$ cat config.mk
export PLATFORM = sky130hd
export DESIGN_NAME = gp_reg_master
export DESIGN_NICKNAME = d
export VERILOG_FILES = /design/src/rtl/gp_bus_pkg.sv /design/src/rtl/gp_reg_master.sv
export SDC_FILE = /design/constraint.sdc
export NUM_CORES = 1
export LEC_CHECK = 0
export CELL_PAD_IN_SITES_DETAIL_PLACEMENT = 0
export CELL_PAD_IN_SITES_GLOBAL_PLACEMENT = 1
export CORE_MARGIN = 2
export CORE_UTILIZATION = 30
export DETAILED_ROUTE_END_ITERATION = 12
export GPL_TIMING_DRIVEN = 0
export PLACE_DENSITY_LB_ADDON = 0.3
export SYNTH_ARGS = -nofsm -noshare
export SYNTH_HDL_FRONTEND = slang
export SYNTH_SLANG_ARGS = --single-unit
export TNS_END_PERCENT = 5
$ cat constraint.sdc
create_clock -name clk -period 1.9 [get_ports clk]
set_clock_uncertainty 0.05 [all_clocks]
set_input_delay 0.38 -clock clk [delete_from_list [all_inputs] [get_ports clk]]
set_output_delay 0.38 -clock clk [all_outputs]
set_load 0.05 [all_outputs]
$ cat src/rtl/gp_bus_pkg.sv
// Shared definitions for the general-purpose register bus master: controller
// states and the default bus geometry / IRQ clear mask.
package gp_bus_pkg;

    localparam int          GP_ADDR_W       = 10;
    localparam int          GP_DATA_W       = 32;
    localparam logic [31:0] GP_IRQ_CLR_MASK = 32'hFFFF_FFFE;

    typedef enum logic [2:0] {
        IDLE,
        WR,
        RD,
        RD_WAIT,
        IRQ_RD,
        IRQ_WAIT,
        IRQ_CLR
    } gp_state_t;

endpackage

$ cat src/rtl/gp_reg_master.sv
// Register-bus master: serialises local read/write requests onto a simple
// strobe bus and services a level IRQ by read-then-clear of one register.
module gp_reg_master
    import gp_bus_pkg::*;
#(
    parameter int                ADDR_W       = GP_ADDR_W,
    parameter int                DATA_W       = GP_DATA_W,
    parameter int                RD_LATENCY   = 1,
    parameter logic [ADDR_W-1:0] IRQ_ADDR     = '0,
    parameter logic [DATA_W-1:0] IRQ_CLR_MASK = DATA_W'(GP_IRQ_CLR_MASK)
) (
    input  logic              clk,
    input  logic              rst_n,
    input  logic              req_valid,
    output logic              req_ready,
    input  logic              req_write,
    input  logic [ADDR_W-1:0] req_address,
    input  logic [DATA_W-1:0] req_wdata,
    output logic              rsp_valid,
    output logic [DATA_W-1:0] rsp_data,
    output logic              read,
    output logic              write,
    output logic [ADDR_W-1:0] address,
    output logic [DATA_W-1:0] write_data,
    input  logic [DATA_W-1:0] read_data,
    input  logic              IRQ,
    output logic              evt_valid,
    output logic [DATA_W-1:0] evt_data
);

    localparam logic [2:0] LAT_INIT = 3'(RD_LATENCY);

    gp_state_t         state, state_nxt;
    logic [2:0]        cnt, cnt_nxt;
    logic              read_nxt, write_nxt;
    logic [ADDR_W-1:0] address_nxt;
    logic [DATA_W-1:0] write_data_nxt;
    logic              rsp_valid_nxt, evt_valid_nxt;
    logic [DATA_W-1:0] rsp_data_nxt, evt_data_nxt;

    // IRQ has priority, so a local request is only offered the bus when IRQ is quiet.
    assign req_ready = rst_n && (state == IDLE) && !IRQ;

    always_comb begin
        state_nxt      = state;
        cnt_nxt        = cnt;
        read_nxt       = 1'b0;
        write_nxt      = 1'b0;
        address_nxt    = address;
        write_data_nxt = write_data;
        rsp_valid_nxt  = 1'b0;
        rsp_data_nxt   = rsp_data;
        evt_valid_nxt  = 1'b0;
        evt_data_nxt   = evt_data;

        case (state)
            IDLE: begin
                if (IRQ) begin
                    state_nxt   = IRQ_RD;
                    read_nxt    = 1'b1;
                    address_nxt = IRQ_ADDR;
                end else if (req_valid) begin
                    address_nxt = req_address;
                    if (req_write) begin
                        state_nxt      = WR;
                        write_nxt      = 1'b1;
                        write_data_nxt = req_wdata;
                    end else begin
                        state_nxt = RD;
                        read_nxt  = 1'b1;
                    end
                end
            end
            WR: begin
                rsp_valid_nxt = 1'b1;
                rsp_data_nxt  = '0;
                state_nxt     = IDLE;
            end
            RD: begin
                cnt_nxt   = LAT_INIT;
                state_nxt = RD_WAIT;
            end
            RD_WAIT: begin
                // Expiry at 1 (not 0) samples exactly RD_LATENCY edges after the strobe.
                if (cnt <= 3'd1) begin
                    rsp_valid_nxt = 1'b1;
                    rsp_data_nxt  = read_data;
                    cnt_nxt       = 3'd0;
                    state_nxt     = IDLE;
                end else begin
                    cnt_nxt = cnt - 3'd1;
                end
            end
            IRQ_RD: begin
                cnt_nxt   = LAT_INIT;
                state_nxt = IRQ_WAIT;
            end
            IRQ_WAIT: begin
                if (cnt <= 3'd1) begin
                    evt_data_nxt   = read_data;
                    write_nxt      = 1'b1;
                    write_data_nxt = read_data & IRQ_CLR_MASK;
                    cnt_nxt        = 3'd0;
                    state_nxt      = IRQ_CLR;
                end else begin
                    cnt_nxt = cnt - 3'd1;
                end
            end
            IRQ_CLR: begin
                evt_valid_nxt = 1'b1;
                state_nxt     = IDLE;
            end
            default: state_nxt = IDLE;
        endcase
    end

    always_ff @(posedge clk or negedge rst_n) begin
        if (!rst_n) begin
            state      <= IDLE;
            cnt        <= 3'd0;
            read       <= 1'b0;
            write      <= 1'b0;
            address    <= '0;
            write_data <= '0;
            rsp_valid  <= 1'b0;
            rsp_data   <= '0;
            evt_valid  <= 1'b0;
            evt_data   <= '0;
        end else begin
            state      <= state_nxt;
            cnt        <= cnt_nxt;
            read       <= read_nxt;
            write      <= write_nxt;
            address    <= address_nxt;
            write_data <= write_data_nxt;
            rsp_valid  <= rsp_valid_nxt;
            rsp_data   <= rsp_data_nxt;
            evt_valid  <= evt_valid_nxt;
            evt_data   <= evt_data_nxt;
        end
    end

endmodule

==> results.py <==
metrics = {
    "drt": {
        "firstDrtPassIters": 4,
        "via_per_inst": 4.78,
        "wirelength_mm": 15.1,
        "routedWlPerCell_um": 17.5,
        "num_vias": 4127,
        "drtIter0Drc": 170,
        "ant_nets": 0,
        "drc": 0,
    },
    "final_layout": {
        "final_cells": 864,
        "area_growth_pct": 58.2,
        "drive_gt1_share_pct": 17.7,
        "num_antenna_cells": 0,
        "finalNetCount": 715,
        "final_cell_area_sq_um": 7880,
        "fin_util_pct": 48.0,
    },
    "timing": {
        "rsz0062_at_grt": "yes",
        "max_freq_ghz": 0.493,
        "max_slew_margin_pct": 63.3,
        "setup_violations": 47,
        "tightest_slew_ns": 0.553,
        "hold_violations": 0,
        "maxSlewViolCount": 0,
        "period_share_pct": 107,
        "setup_ws_ns": -0.129,
        "whs_ns": 0.415,
        "min_period_ns": 2.03,
    },
    "worst_setup_path": {
        "critPathRequiredTime_ns": 1.47,
        "worstPathMaxFanout": 10,
        "path_buf_inv": 2,
        "crit_slowest_cell": "dfrtp_1",
        "cpMostUsedCell": "buf_6",
        "start_kind": "flip-flop",
        "path_cells": "buf_6, nor4_4, and2_1, buf_6",
        "crit_type": "reg -> out",
        "worst_setup_path_end_kind": "output pin",
        "worstPathArrival_ns": 1.60,
        "critPathMaxStageDelay_ns": 0.39,
        "path_delay_family": "simple AND/OR/NAND/NOR gates",
    },
    "synth": {
        "synthTopCellsByArea": "dfrtp_1 (58%), o22a_1 (5.5%), mux2_4 (5.1%)",
        "avgSynthCellArea_sq_um": 11.9,
        "synth_cell_type_count": 37,
        "synth.ff_latch_count": 116,
        "yosys.area.top_type": "dfrtp_1",
        "synth_warnings": 0,
        "netlist_area_sq_um": 4980,
        "synth_nets": 502,
        "synth_top_area_share_pct": 58.3,
        "yosysSeqAreaShare_pct": 58.3,
        "synthCells": 420,
    },
    "placed_design": {
        "place_inst": 830,
        "dp_hpwl_mm": 10.4,
        "dpl_cell_area_sq_um": 7180,
        "portBuffers": 189,
        "routabilityCongestion": 0.730,
    },
    "hold_path": {
        "hold_path.class": "reg -> reg",
    },
    "grt": {
        "grt_util_all_layers_pct": 17.7,
        "grt.overflow.total": 0,
        "grt_pass1_wl_mm": 24.0,
        "grt_pass1_vias": 4321,
        "grt_max_degree": 93,
        "antenna_found_initial": 0,
    },
    "clock_network": {
        "ctsLongestPathBuffers": 2,
        "htreeDepth": 4,
        "cts_tree": "built",
        "clock_latency_ns": 0.41,
        "cts-root-buf": "clkbuf_16",
        "cts_made_buffers": 17,
        "cts_sinks": 116,
        "path_clk_slew_ns": 0.05,
    },
    "status": {
        "violations": "setup timing",
        "outcome": "finished, violations left",
    },
    "die": {
        "die_area_sq_um": 17600,
        "die_h_um": 133,
        "initial_core_util_pct": 30.4,
        "core_sq_um": 16400,
        "rows": 47,
        "die_w_um": 133,
        "num_io_pins": 190,
    },
    "pwr": {
        "power_density_nw_per_um2": 2040,
        "leakage_nw": 3.55,
        "peakVddDrop_uv": 840,
        "power_w": 0.0161,
    },
    "flow_run": {
        "drv_cap": 0,
    },
}
[registers in the layout, summed over array words and instances (netlist names)]
signal	flops
evt_data	32
rsp_valid	1
state	3
evt_valid	1
rsp_data	32
read	1
cnt	3
write	1
address	10
write_data	32
[synth_stat cells]
cell type  instances
or4_1              1
or2_2              2
buf_6              3
nand3b_1           1
clkbuf_1          19
mux2_4            17
nor3_2             1
o21ai_1            4
ha_1               3
dfrtp_1          116
nand4_1           10
o21ai_0           32
o221ai_1           1
mux2i_1            1
a22o_1             1
a221oi_1           1
buf_2             11
nand2_1           56
mux2_2            15
o21a_1            31
buf_4              1
or3_1              1
o21bai_1           1
xor2_1             1
inv_1              6
a22oi_1           33
o21ba_2            1
nor4_2             1
nand2b_1           2
nor2_1             3
o41ai_1            1
a21oi_1            4
nor3_1             2
nor4b_1            2
and2_1             1
nand3_1            3
o22a_1            31
[logic make-up after synthesis]
logic type / count (synthesis) / synth area share [%]
compound gates: 141 / 20.2
buf+inv: 40 / 3.82
flops: 116 / 58.3
simple gates: 86 / 8.07
fa+ha+maj: 3 / 0.754
mux: 33 / 8.72
xor+xnor: 1 / 0.176
[area by class of cell]
type	count	area (sq um)
inverters	6	22.5
well taps	220	275
clock inverters	10	108
flip-flops and latches	116	2900
clock buffers	20	467
fillers	1530	8530
plain buffers	34	293
repair buffers	194	1830
multi-input cells	264	1980
[path summary, 6_finish.rpt]
| kind | start | to | slack [ns] | cells after the start |
|---|---|---|---|---|
| worst max-delay path | state[0] | req_ready | -0.13 | 4 |
| worst min-delay path | address[9] | address[9] | 0.41 | 2 |
| worst max register to register | state[0] | write_data[31] | -0.05 | 6 |
| worst min register to register | address[9] | address[9] | 0.41 | 2 |
| max in group asynchronous | rst_n | rsp_data[23] | 0.84 | 3 |
| min in group asynchronous | rst_n | write_data[8] | 0.46 | 3 |
[through the flow]
stage          setup WS [ns]  TNS [ns]
2_1_floorplan         0.0354         0
3_3_place_gp           -4.63   -526.50
3_5_place_dp          -0.699    -30.57
4_1_cts               -0.124     -2.87
5_1_grt               -0.188     -5.94
6_report              -0.129     -1.48
[layout by cell type (no fill, tap or decap), types with 12 or more instances in the layout]
| master | count |
|---|---|
| dfrtp_1 | 116 |
| dlygate4sd2_1 | 110 |
| clkdlybuf4s50_1 | 77 |
| o21ai_0 | 18 |
| o21ai_1 | 18 |
| o22a_1 | 31 |
| a22oi_2 | 12 |
| mux2_2 | 15 |
| a22oi_1 | 21 |
| clkbuf_16 | 17 |
| o21a_1 | 31 |
| mux2_4 | 17 |
| nand2_1 | 55 |
[worst min-delay path, stage by stage (launching register included)]
cell     delay (ns)
dfrtp_1        0.33
nand2_1        0.05
nand2_1        0.05
[power by group]
part | internal (W) | switching [W] | total, W
combinational | 0.00268 | 0.00605 | 0.00873
sequential | 0.00362 | 0.000634 | 0.00425
clock | 0.00200 | 0.00109 | 0.00310
[layer usage]
metal	share of wire (%)	GRT usage, %
met3	5.4	5.29
met4	0.98	4.78
met1	45	23.3
met2	48	28.4
met5	0	0
[timing repair]
action | CTS | global route
pin swaps | 1 | 4
cloned | 0 | 0
setup buffers | 0 | 2
endpoints found under the hold margin | 24 | 0
resized for setup | 161 | 38
setup endpoints to repair | 203 | 94
hold buffers | 2 | 0
Note: power is estimated with default switching activity, not from simulation.
